**config.mk**
```make
export PLATFORM = sky130hd
export DESIGN_NAME = mc_ctrl_fsm
export DESIGN_NICKNAME = d
export VERILOG_FILES = /design/src/rtl/mc_ctrl_fsm.sv
export SDC_FILE = /design/constraint.sdc
export NUM_CORES = 1
export LEC_CHECK = 0
export ABC_AREA = 1
export BUFFER_PORTS_ARGS = -buffer_cell sky130_fd_sc_hd__buf_2
export CAP_MARGIN = 20
export CORE_UTILIZATION = 34
export DETAILED_ROUTE_END_ITERATION = 10
export SLEW_MARGIN = 20
export SYNTH_ARGS = -nofsm -noshare
export SYNTH_HDL_FRONTEND = slang
export SYNTH_SLANG_ARGS = --single-unit
```
**constraint.sdc**
```tcl
create_clock -name clk -period 3 [get_ports clk]
set_input_delay 0.15 -clock clk [delete_from_list [all_inputs] [get_ports clk]]
set_output_delay 0.15 -clock clk [all_outputs]
set_load 0.03 [all_outputs]
```
**src/rtl/mc_ctrl_fsm.sv**
```systemverilog
// mc_ctrl_fsm: multi-cycle control sequencer for the RV64 single-port datapath.
// Steps each instruction through FETCH/DECODE/EXEC/MEM/WB and drives the
// operand selects, writeback select, PC/IR/regfile enables and memory handshake.
// A memory wait longer than TIMEOUT cycles (TIMEOUT=0 disables) traps with cause 2;
// an unknown opcode traps with cause 1.
// Optional: define MC_PERF_CNT_EN to add the cycle_cnt / instret_cnt outputs.
module mc_ctrl_fsm #(
  parameter int TIMEOUT = 255
) (
  input  logic        clk,
  input  logic        rst,
  input  logic [31:0] inst,
  input  logic        br_taken,
  input  logic        mem_ack,
  output logic        mem_req,
  output logic        mem_we,
  output logic        mem_addr_sel,
  output logic        ir_we,
  output logic        pc_we,
  output logic        pc_sel,
  output logic        reg_we,
  output logic [1:0]  alu_asel,
  output logic [1:0]  alu_bsel,
  output logic [1:0]  wb_sel,
  output logic        trap,
  output logic [1:0]  trap_cause
`ifdef MC_PERF_CNT_EN
  ,
  output logic [63:0] cycle_cnt,
  output logic [63:0] instret_cnt
`endif
);

  typedef enum logic [2:0] {
    S_FETCH  = 3'd0,
    S_DECODE = 3'd1,
    S_EXEC   = 3'd2,
    S_MEM    = 3'd3,
    S_WB     = 3'd4,
    S_TRAP   = 3'd5
  } state_t;

  localparam int CNT_W = (TIMEOUT > 1) ? $clog2(TIMEOUT + 1) : 1;
  localparam logic [CNT_W-1:0] TO_LIM = CNT_W'(TIMEOUT);

  state_t           state_reg, state_next;
  logic [1:0]       cause_reg, cause_next;
  logic [1:0]       asel_reg, asel_next;
  logic [1:0]       bsel_reg, bsel_next;
  logic [CNT_W-1:0] wait_cnt_reg;
  logic             timed_out;

  logic is_r, is_i, is_load, is_store, is_br, is_jal, is_jalr, is_lui, is_auipc, legal;
  logic [1:0] dec_asel, dec_bsel;

  // Only the opcode field steers control; the rest of the word feeds the datapath.
  logic unused_inst_bits;
  assign unused_inst_bits = ^inst[31:7];

  // Opcode classification of the current instruction word (IR after FETCH).
  always_comb begin
    is_r = 1'b0; is_i = 1'b0; is_load = 1'b0; is_store = 1'b0; is_br = 1'b0;
    is_jal = 1'b0; is_jalr = 1'b0; is_lui = 1'b0; is_auipc = 1'b0;
    case (inst[6:0])
      7'b0110011: is_r     = 1'b1;
      7'b0010011: is_i     = 1'b1;
      7'b0000011: is_load  = 1'b1;
      7'b0100011: is_store = 1'b1;
      7'b1100011: is_br    = 1'b1;
      7'b1101111: is_jal   = 1'b1;
      7'b1100111: is_jalr  = 1'b1;
      7'b0110111: is_lui   = 1'b1;
      7'b0010111: is_auipc = 1'b1;
      default: ;
    endcase
    legal = is_r | is_i | is_load | is_store | is_br | is_jal | is_jalr | is_lui | is_auipc;
  end

  // ALU operand selects for the EXEC cycle, derived from the opcode class.
  always_comb begin
    dec_asel = 2'd0;
    dec_bsel = 2'd0;
    if (is_r) begin
      dec_asel = 2'd1; dec_bsel = 2'd1;
    end else if (is_i | is_load | is_store | is_jalr) begin
      dec_asel = 2'd1; dec_bsel = 2'd2;
    end else if (is_auipc | is_jal | is_br) begin
      dec_asel = 2'd2; dec_bsel = 2'd2;
    end else if (is_lui) begin
      dec_asel = 2'd0; dec_bsel = 2'd2;
    end
  end

  // A memory wait has run out when the limit is reached and this cycle brings no ack.
  assign timed_out = (TIMEOUT > 0) && (wait_cnt_reg == TO_LIM) && !mem_ack;

  // Next-state and output decode; reset forces every output low.
  always_comb begin
    state_next   = state_reg;
    cause_next   = cause_reg;
    asel_next    = asel_reg;
    bsel_next    = bsel_reg;
    mem_req      = 1'b0;
    mem_we       = 1'b0;
    mem_addr_sel = 1'b0;
    ir_we        = 1'b0;
    pc_we        = 1'b0;
    pc_sel       = 1'b0;
    reg_we       = 1'b0;
    alu_asel     = 2'd0;
    alu_bsel     = 2'd0;
    wb_sel       = 2'd0;
    trap         = 1'b0;
    trap_cause   = cause_reg;
    case (state_reg)
      S_FETCH: begin
        mem_req = 1'b1;
        if (mem_ack) begin
          ir_we      = 1'b1;
          state_next = S_DECODE;
        end else if (timed_out) begin
          state_next = S_TRAP;
          cause_next = 2'd2;
        end
      end
      S_DECODE: begin
        if (legal) begin
          state_next = S_EXEC;
        end else begin
          state_next = S_TRAP;
          cause_next = 2'd1;
        end
      end
      S_EXEC: begin
        alu_asel  = dec_asel;
        alu_bsel  = dec_bsel;
        asel_next = dec_asel;
        bsel_next = dec_bsel;
        if (is_br) begin
          pc_we      = 1'b1;
          pc_sel     = br_taken;
          state_next = S_FETCH;
        end else if (is_load | is_store) begin
          state_next = S_MEM;
        end else begin
          state_next = S_WB;
        end
      end
      S_MEM: begin
        alu_asel     = asel_reg;
        alu_bsel     = bsel_reg;
        mem_req      = 1'b1;
        mem_addr_sel = 1'b1;
        mem_we       = is_store;
        if (mem_ack) begin
          if (is_store) begin
            pc_we      = 1'b1;
            state_next = S_FETCH;
          end else begin
            state_next = S_WB;
          end
        end else if (timed_out) begin
          state_next = S_TRAP;
          cause_next = 2'd2;
        end
      end
      S_WB: begin
        alu_asel   = asel_reg;
        alu_bsel   = bsel_reg;
        reg_we     = 1'b1;
        pc_we      = 1'b1;
        pc_sel     = is_jal | is_jalr;
        wb_sel     = is_load ? 2'd2 : ((is_jal | is_jalr) ? 2'd3 : 2'd1);
        state_next = S_FETCH;
      end
      S_TRAP: begin
        trap = 1'b1;
      end
      default: begin
        state_next = S_TRAP;
        cause_next = 2'd1;
      end
    endcase
    if (rst) begin
      mem_req = 1'b0; mem_we = 1'b0; mem_addr_sel = 1'b0; ir_we = 1'b0;
      pc_we = 1'b0; pc_sel = 1'b0; reg_we = 1'b0; alu_asel = 2'd0;
      alu_bsel = 2'd0; wb_sel = 2'd0; trap = 1'b0; trap_cause = 2'd0;
    end
  end

  // State, trap cause, held operand selects and the memory wait counter.
  always_ff @(posedge clk) begin
    if (rst) begin
      state_reg    <= S_FETCH;
      cause_reg    <= 2'd0;
      asel_reg     <= 2'd0;
      bsel_reg     <= 2'd0;
      wait_cnt_reg <= '0;
    end else begin
      state_reg <= state_next;
      cause_reg <= cause_next;
      asel_reg  <= asel_next;
      bsel_reg  <= bsel_next;
      if (state_next != state_reg || mem_ack || !mem_req)
        wait_cnt_reg <= '0;
      else
        wait_cnt_reg <= wait_cnt_reg + 1'b1;
    end
  end

`ifdef MC_PERF_CNT_EN
  logic [63:0] cycle_cnt_reg, instret_cnt_reg;

  // Cycle count (frozen while trapped) and retired-instruction count.
  always_ff @(posedge clk) begin
    if (rst) begin
      cycle_cnt_reg   <= '0;
      instret_cnt_reg <= '0;
    end else begin
      if (state_reg != S_TRAP)
        cycle_cnt_reg <= cycle_cnt_reg + 64'd1;
      if (state_next == S_FETCH &&
          (state_reg == S_EXEC || state_reg == S_MEM || state_reg == S_WB))
        instret_cnt_reg <= instret_cnt_reg + 64'd1;
    end
  end

  assign cycle_cnt   = rst ? 64'd0 : cycle_cnt_reg;
  assign instret_cnt = rst ? 64'd0 : instret_cnt_reg;
`endif

endmodule
```
-- Word level (Yosys, flattened, before mapping)
Cells that the tools add are included.
- add/subtract/negate cells: 1
- multiply operators: 0
- div/mod/pow operators: 0
- magnitude comparators: 0
- eq/ne operators: 19
- shift operators: 0
- multiplexer cells: 58
- bitwise gates (word level): 16
- reductions and logical operators: 11
- operators with widths (operator ; count):
    $mux W2 ; 17
    $mux W1 ; 28
    $eq A7 B6 Y1 const B ; 3
    $eq A7 B7 Y1 const B ; 3
    $mux W3 ; 7
    $pmux W3 S6 ; 1
    $or A1 B1 Y1 ; 15
    $eq A7 B5 Y1 const B ; 2
    $add A8 B1 Y8 const B ; 1
    $eq A8 B8 Y1 const B ; 1
    $pmux W2 S2 ; 2
    $eq A7 B2 Y1 const B ; 1
    $eq A3 B2 Y1 const B ; 2
    $eq A3 B3 Y1 const B ; 2
    $pmux W2 S3 ; 1
    $reduce_or A2 Y1 ; 3
    $ne A2 B2 Y1 const B ; 2
    $reduce_and A4 Y1 ; 1
    $eq A3 B1 Y1 const B ; 1
    $logic_not A3 Y1 ; 1
    $ne A3 B3 Y1 ; 1
    $pmux W1 S3 ; 1
    $reduce_or A3 Y1 ; 1
    $logic_not A1 Y1 ; 2
    other kinds (5) ; 6
- register bits: 17
- latch bits: 0
- bits in writable memories: 0
- ROM bits: 0
- input port bits: 36
- logic and storage cells: 110
- memories kept: 0

-- Depth between registers and ports, before layout
- word-level depth: 16
- mapped depth: 11
- depth with buffers taken out: 11

-- Worst setup path before layout
Ideal clock, no wire load.
- path type: register to output
- from: register state_reg[0]
- to: output wb_sel[1]
- data arrival time: 1539 ps
- required time: 2850 ps
- path slack: 1311 ps
- stages on the path, launching flop included: 6
- path buffers: 0
- cells stage by stage: dfxtp_1 -> nor2_1 -> nand2_1 -> nor2_1 -> o21ai_0 -> inv_1
- longest elaborated chain between the ends: 3
- ends and longest elaborated chain (what ; line ; RTL):
    from (decl) ; 46 ; state_t state_reg, state_next;
    from (signal assigned) ; 200 ; state_reg <= state_next;
    $eq A3 B3 Y1 ; 115 ; case (state_reg)
    $mux W2 ; 115 ;
    $mux W2 ; 184 ; if (rst) begin
    to (decl) ; 24 ; output logic [1:0] wb_sel,
No other way between the ends.

-- Worst setup path in the final report
- from: register state_reg[0]
- to: output alu_bsel[0]
- longest elaborated chain between the ends: 4
- ends and longest elaborated chain (what ; line ; RTL):
    $eq A3 B2 Y1 / $eq A3 B3 Y1 (equally long branches) ; 115 ;
    $reduce_or A2 Y1 (no line) ; n/a ;
    $pmux W2 S2 * ; 115 ;
    $mux W2 * ; 184 ;
    to (decl) ; 23 ; output logic [1:0] alu_bsel,
Mark *: on every way between the ends. The rest lies on a longest branch, timed or not.

==> results by stage <==
Status:
- The flow ran to the end, and the final reports show no timing, DRC or antenna violations.

Global route:
- The global-route track usage on met2 is 24.5%.
- The number of global-route vias before repair is 1007.
- Global routing consumed, on the met1 layer, 19.2% of the routing resources.
- Across every metal layer, demand over resource in global routing totals 14.7%.
- The aggregate global routing overflow is 0.
- The layer flagged by global routing as most heavily used is met2.
- The first-pass GRT wire length is 4110 um.
- The number of antenna violations at the first check in global routing was 0.
- The met3 routing resource usage after global routing is 4.26%.
- The pin count of the biggest net entering global routing is 24.

Clocking:
- The cell chosen for the clock root is sky130_fd_sc_hd__clkbuf_4.
- In this run the number of H-tree levels came out at 1.
- The clock drives 17 sinks.
- The CTS clock-pin slew for the worst setup and hold paths is 90 ps.
- TritonCTS built the clock tree.
- The clock latency of the later-clocked register in the worst-skew pair is 280 ps.
- The number of clock buffers inserted by TritonCTS is 3.
- The maximum buffer depth of the clock tree is 2.
- In this run, post-CTS hold repair placed 0 buffers.
- The number of gates resized after CTS was 0.
- Buffers added to address setup during post-CTS repair amount to 0.

Timing:
- After layout, the minimum clock period comes to 1870 ps.
- The number of slew-limit violations in the final report is 0.
- Across the routed clock network, the largest skew measured is 0.982 ps.
- Setup slack closes at 1130 ps.
- On the final layout, the worst hold slack is 237 ps.
- Setup repair after global routing left no endpoint under its margin.
- The final hold violation count came to 0.
- For the pin with the worst max-slew slack, the measured transition is 381 ps.
- The final critical-path share of the clock period is 62.2%.
- After routing, the total negative slack on setup checks comes to 0 ps.
- The final number of setup-violating endpoints is 0.
- Based on the critical path, the design can be clocked at up to 536 MHz.
- The worst pin sits at a relative slew slack of 74.6%.

Hold path:
- The classification of the worst-slack hold path is in -> reg.
- The number of instances on the worst hold path is 3.

Cells and area:
- The post-layout utilization of the core is 43.3%.
- At the end of the flow, the number of nets in the layout was 249.
- The multi-input logic area is 716 um2.
- The layout overhead on the synthesized area is 17.6%.
- The repair_antennas step left the layout with diodes totalling 0.
- The filler-free cell count of the finished design is 255.
- The flip-flop count of the largest register after layout is 8.
- The fraction of final layout cells sized beyond drive strength 1 is 28.9%.
- The fill cell instance count of the final layout is 364.
- The area used by sequential logic in the layout is 340 um2.

Worst setup path:
- The most common cell type on the critical path is sky130_fd_sc_hd__nand2_1.
- The highest fanout seen on the critical path is 5.
- The critical path is of the reg -> out type.
- The number of cell instances on the worst register-to-register path is 10.
- The highest-delay cell along the critical path is sky130_fd_sc_hd__dfxtp_1.
- At the worst endpoint, the required time is 2850 ps.
- For this run, the slowest stage of the critical path takes 360 ps.
- Data arrives at the worst endpoint at 1720 ps.
- The kind of end point of the critical path is an output pin.
- The startpoint class of the critical path is a register.
- Traced cell by cell, the critical path runs through nor2_1 -> nand2_1 -> nand2_1 -> nand2_1 -> a21oi_1 -> buf_2.

Die:
- The horizontal extent of the die is 60.4 um.
- The number of placed I/O pins is 52.
- The die covers 0.00365 mm2.
- In this run the vertical extent of the chip is 60.4 um.
- The initialized floorplan defines 20 standard-cell rows.
- The starting density of the core is 36.8%.
- The total area inside the core boundary comes to 0.00315 mm2.

Drt:
- Detailed routing inserted a total of 1144 vias.
- For this block, the routed nets add up to 2400 um of wire.
- The count of nets left with antenna violations after detail routing is 0.
- The first-pass detailed-route iteration total is 4.
- The routed length per placed instance is 9.40 um.
- In the routed design, unresolved DRC markers number 0.
- After the first detailed-routing iteration, the DRC count stood at 35.
- The average via count per standard cell is 4.49.

Placement:
- The congestion estimate from routability-driven global placement came to 0.824.
- The placed wire-length estimate after detailed placement is 1970 um.
- Prior to clock tree synthesis, the placed netlist has a worst setup slack of 1380 ps.
- In this run the tool buffered the top-level ports with 26 buffer cells.
- The placed cell count is 251.

Synthesis:
- The mapped cell area is 0.00116 mm2.
- The Yosys step of the flow raised 0 warnings.
- The cell count after synthesis came out at 183.
- When the netlist entered floorplanning its net count stood at 220.
- The synthesized flop and latch total is 17.
- The average footprint of a synthesized cell is 6.34 um2.
- The distinct cell type count of the synthesized netlist is 24.
- The share of the yosys chip area belonging to registers is 29.3%.

Pwr:
- For this design the static power due to leakage is 0.677 nW.
- The maximum VDD drop is 252 uV.
- The power density over the cells is 431 mW/mm2.

Run:
- Across the run, the number of max-cap violations was 0.
[cell families (layout without fill, tap and decap cells)]
logic type,after synthesis,after routing,synth area share [%]
adders and majority gates,1,1,1.08
xor gates and xnor gates,6,6,4.53
buffers and inverters,27,55,8.95
DFF,17,17,29.3
and+or+nand+nor,114,114,47.9
AOI/OAI and AO/OA,18,18,8.20
[area by class of cell]
class | instances | share of cell area, %
multi-input combinational | 139 | 52.5
sequential | 17 | 25.0
timing repair buffer | 26 | 9.54
inverter | 25 | 7.06
tap | 44 | 4.04
clock buffer | 4 | 1.93
[where the power goes]
group / internal [mW] / leakage (nW) / switching [mW] / total [mW]
clock network: 0.0515 / 0.0150 / 0.0637 / 0.115
registers: 0.244 / 0.138 / 0.0176 / 0.262
logic: 0.0648 / 0.525 / 0.147 / 0.211
total: 0.360 / 0.677 / 0.228 / 0.588
[synthesized netlist by cell type]
library cell | n | area (um2)
sky130_fd_sc_hd__nand3_2 | 1 | 10.0
sky130_fd_sc_hd__nor2_2 | 11 | 68.8
sky130_fd_sc_hd__nor4_1 | 1 | 6.26
sky130_fd_sc_hd__dfxtp_1 | 17 | 340
sky130_fd_sc_hd__xnor2_1 | 2 | 17.5
sky130_fd_sc_hd__inv_4 | 1 | 6.26
sky130_fd_sc_hd__nor2_1 | 19 | 71.3
sky130_fd_sc_hd__nand2_4 | 3 | 33.8
sky130_fd_sc_hd__nand3_1 | 12 | 60.1
sky130_fd_sc_hd__nand2_2 | 8 | 50.1
sky130_fd_sc_hd__nor2_4 | 2 | 22.5
sky130_fd_sc_hd__o21ai_0 | 2 | 10.0
sky130_fd_sc_hd__a21oi_1 | 10 | 50.1
sky130_fd_sc_hd__nand4_1 | 3 | 18.8
sky130_fd_sc_hd__xor2_1 | 4 | 35.0
sky130_fd_sc_hd__nand2_1 | 49 | 184
sky130_fd_sc_hd__nor3_2 | 1 | 10.0
sky130_fd_sc_hd__o21ai_1 | 2 | 10.0
sky130_fd_sc_hd__inv_1 | 19 | 71.3
sky130_fd_sc_hd__ha_1 | 1 | 12.5
sky130_fd_sc_hd__a31oi_1 | 4 | 25.0
sky130_fd_sc_hd__clkbuf_1 | 2 | 7.51
sky130_fd_sc_hd__nor3_1 | 4 | 20.0
sky130_fd_sc_hd__inv_2 | 5 | 18.8
[metrics by stage]
step / cell area, um2 / power [mW]
after global routing: 1360 / 0.637
after detailed placement: 1340 / 0.480
after floorplan: 1160 / 0.429
after global placement: 1340 / 0.482
after CTS: 1360 / 0.599
final: 1360 / 0.588
[metal layers]
metal	vias up	share of wire [%]
met5	-	0
met4	0	0
met2	32	45
li1	638	-
met1	474	48
met3	0	6.5
[worst max-delay path: cells and delay by family (launching register included)]
family | cells | cell delay [ps]
buffers and inverters | 1 | 220
AOI/OAI and AO/OA | 1 | 150
and+or+nand+nor | 4 | 700
DFF | 1 | 360
[cells in the final DEF, fill, tap and decap left out, drive strengths merged]
cell and count:
inv 25, nand2 60, clkbuf 4, ha 1
nor4 1, xor2 4, nor3 5, xnor2 2
buf 26, a21oi 10, a31oi 4, dfxtp 17
o21ai 4, nand4 3, nor2 32, nand3 13
[worst paths after layout]
| kind | slack (ps) | from | to |
|---|---|---|---|
| setup reg to reg | 1390 | wait_cnt_reg[0]$_SDFF_PP0_ | wait_cnt_reg[2]$_SDFF_PP0_ |
| hold reg to reg | 460 | wait_cnt_reg[0]$_SDFF_PP0_ | wait_cnt_reg[0]$_SDFF_PP0_ |
| setup / recovery | 1130 | state_reg[0]$_SDFF_PP0_ | alu_bsel[0] |
| hold / removal | 240 | inst[5] | bsel_reg[0]$_SDFFE_PP0P_ |
(Power assumes the default switching activity.)
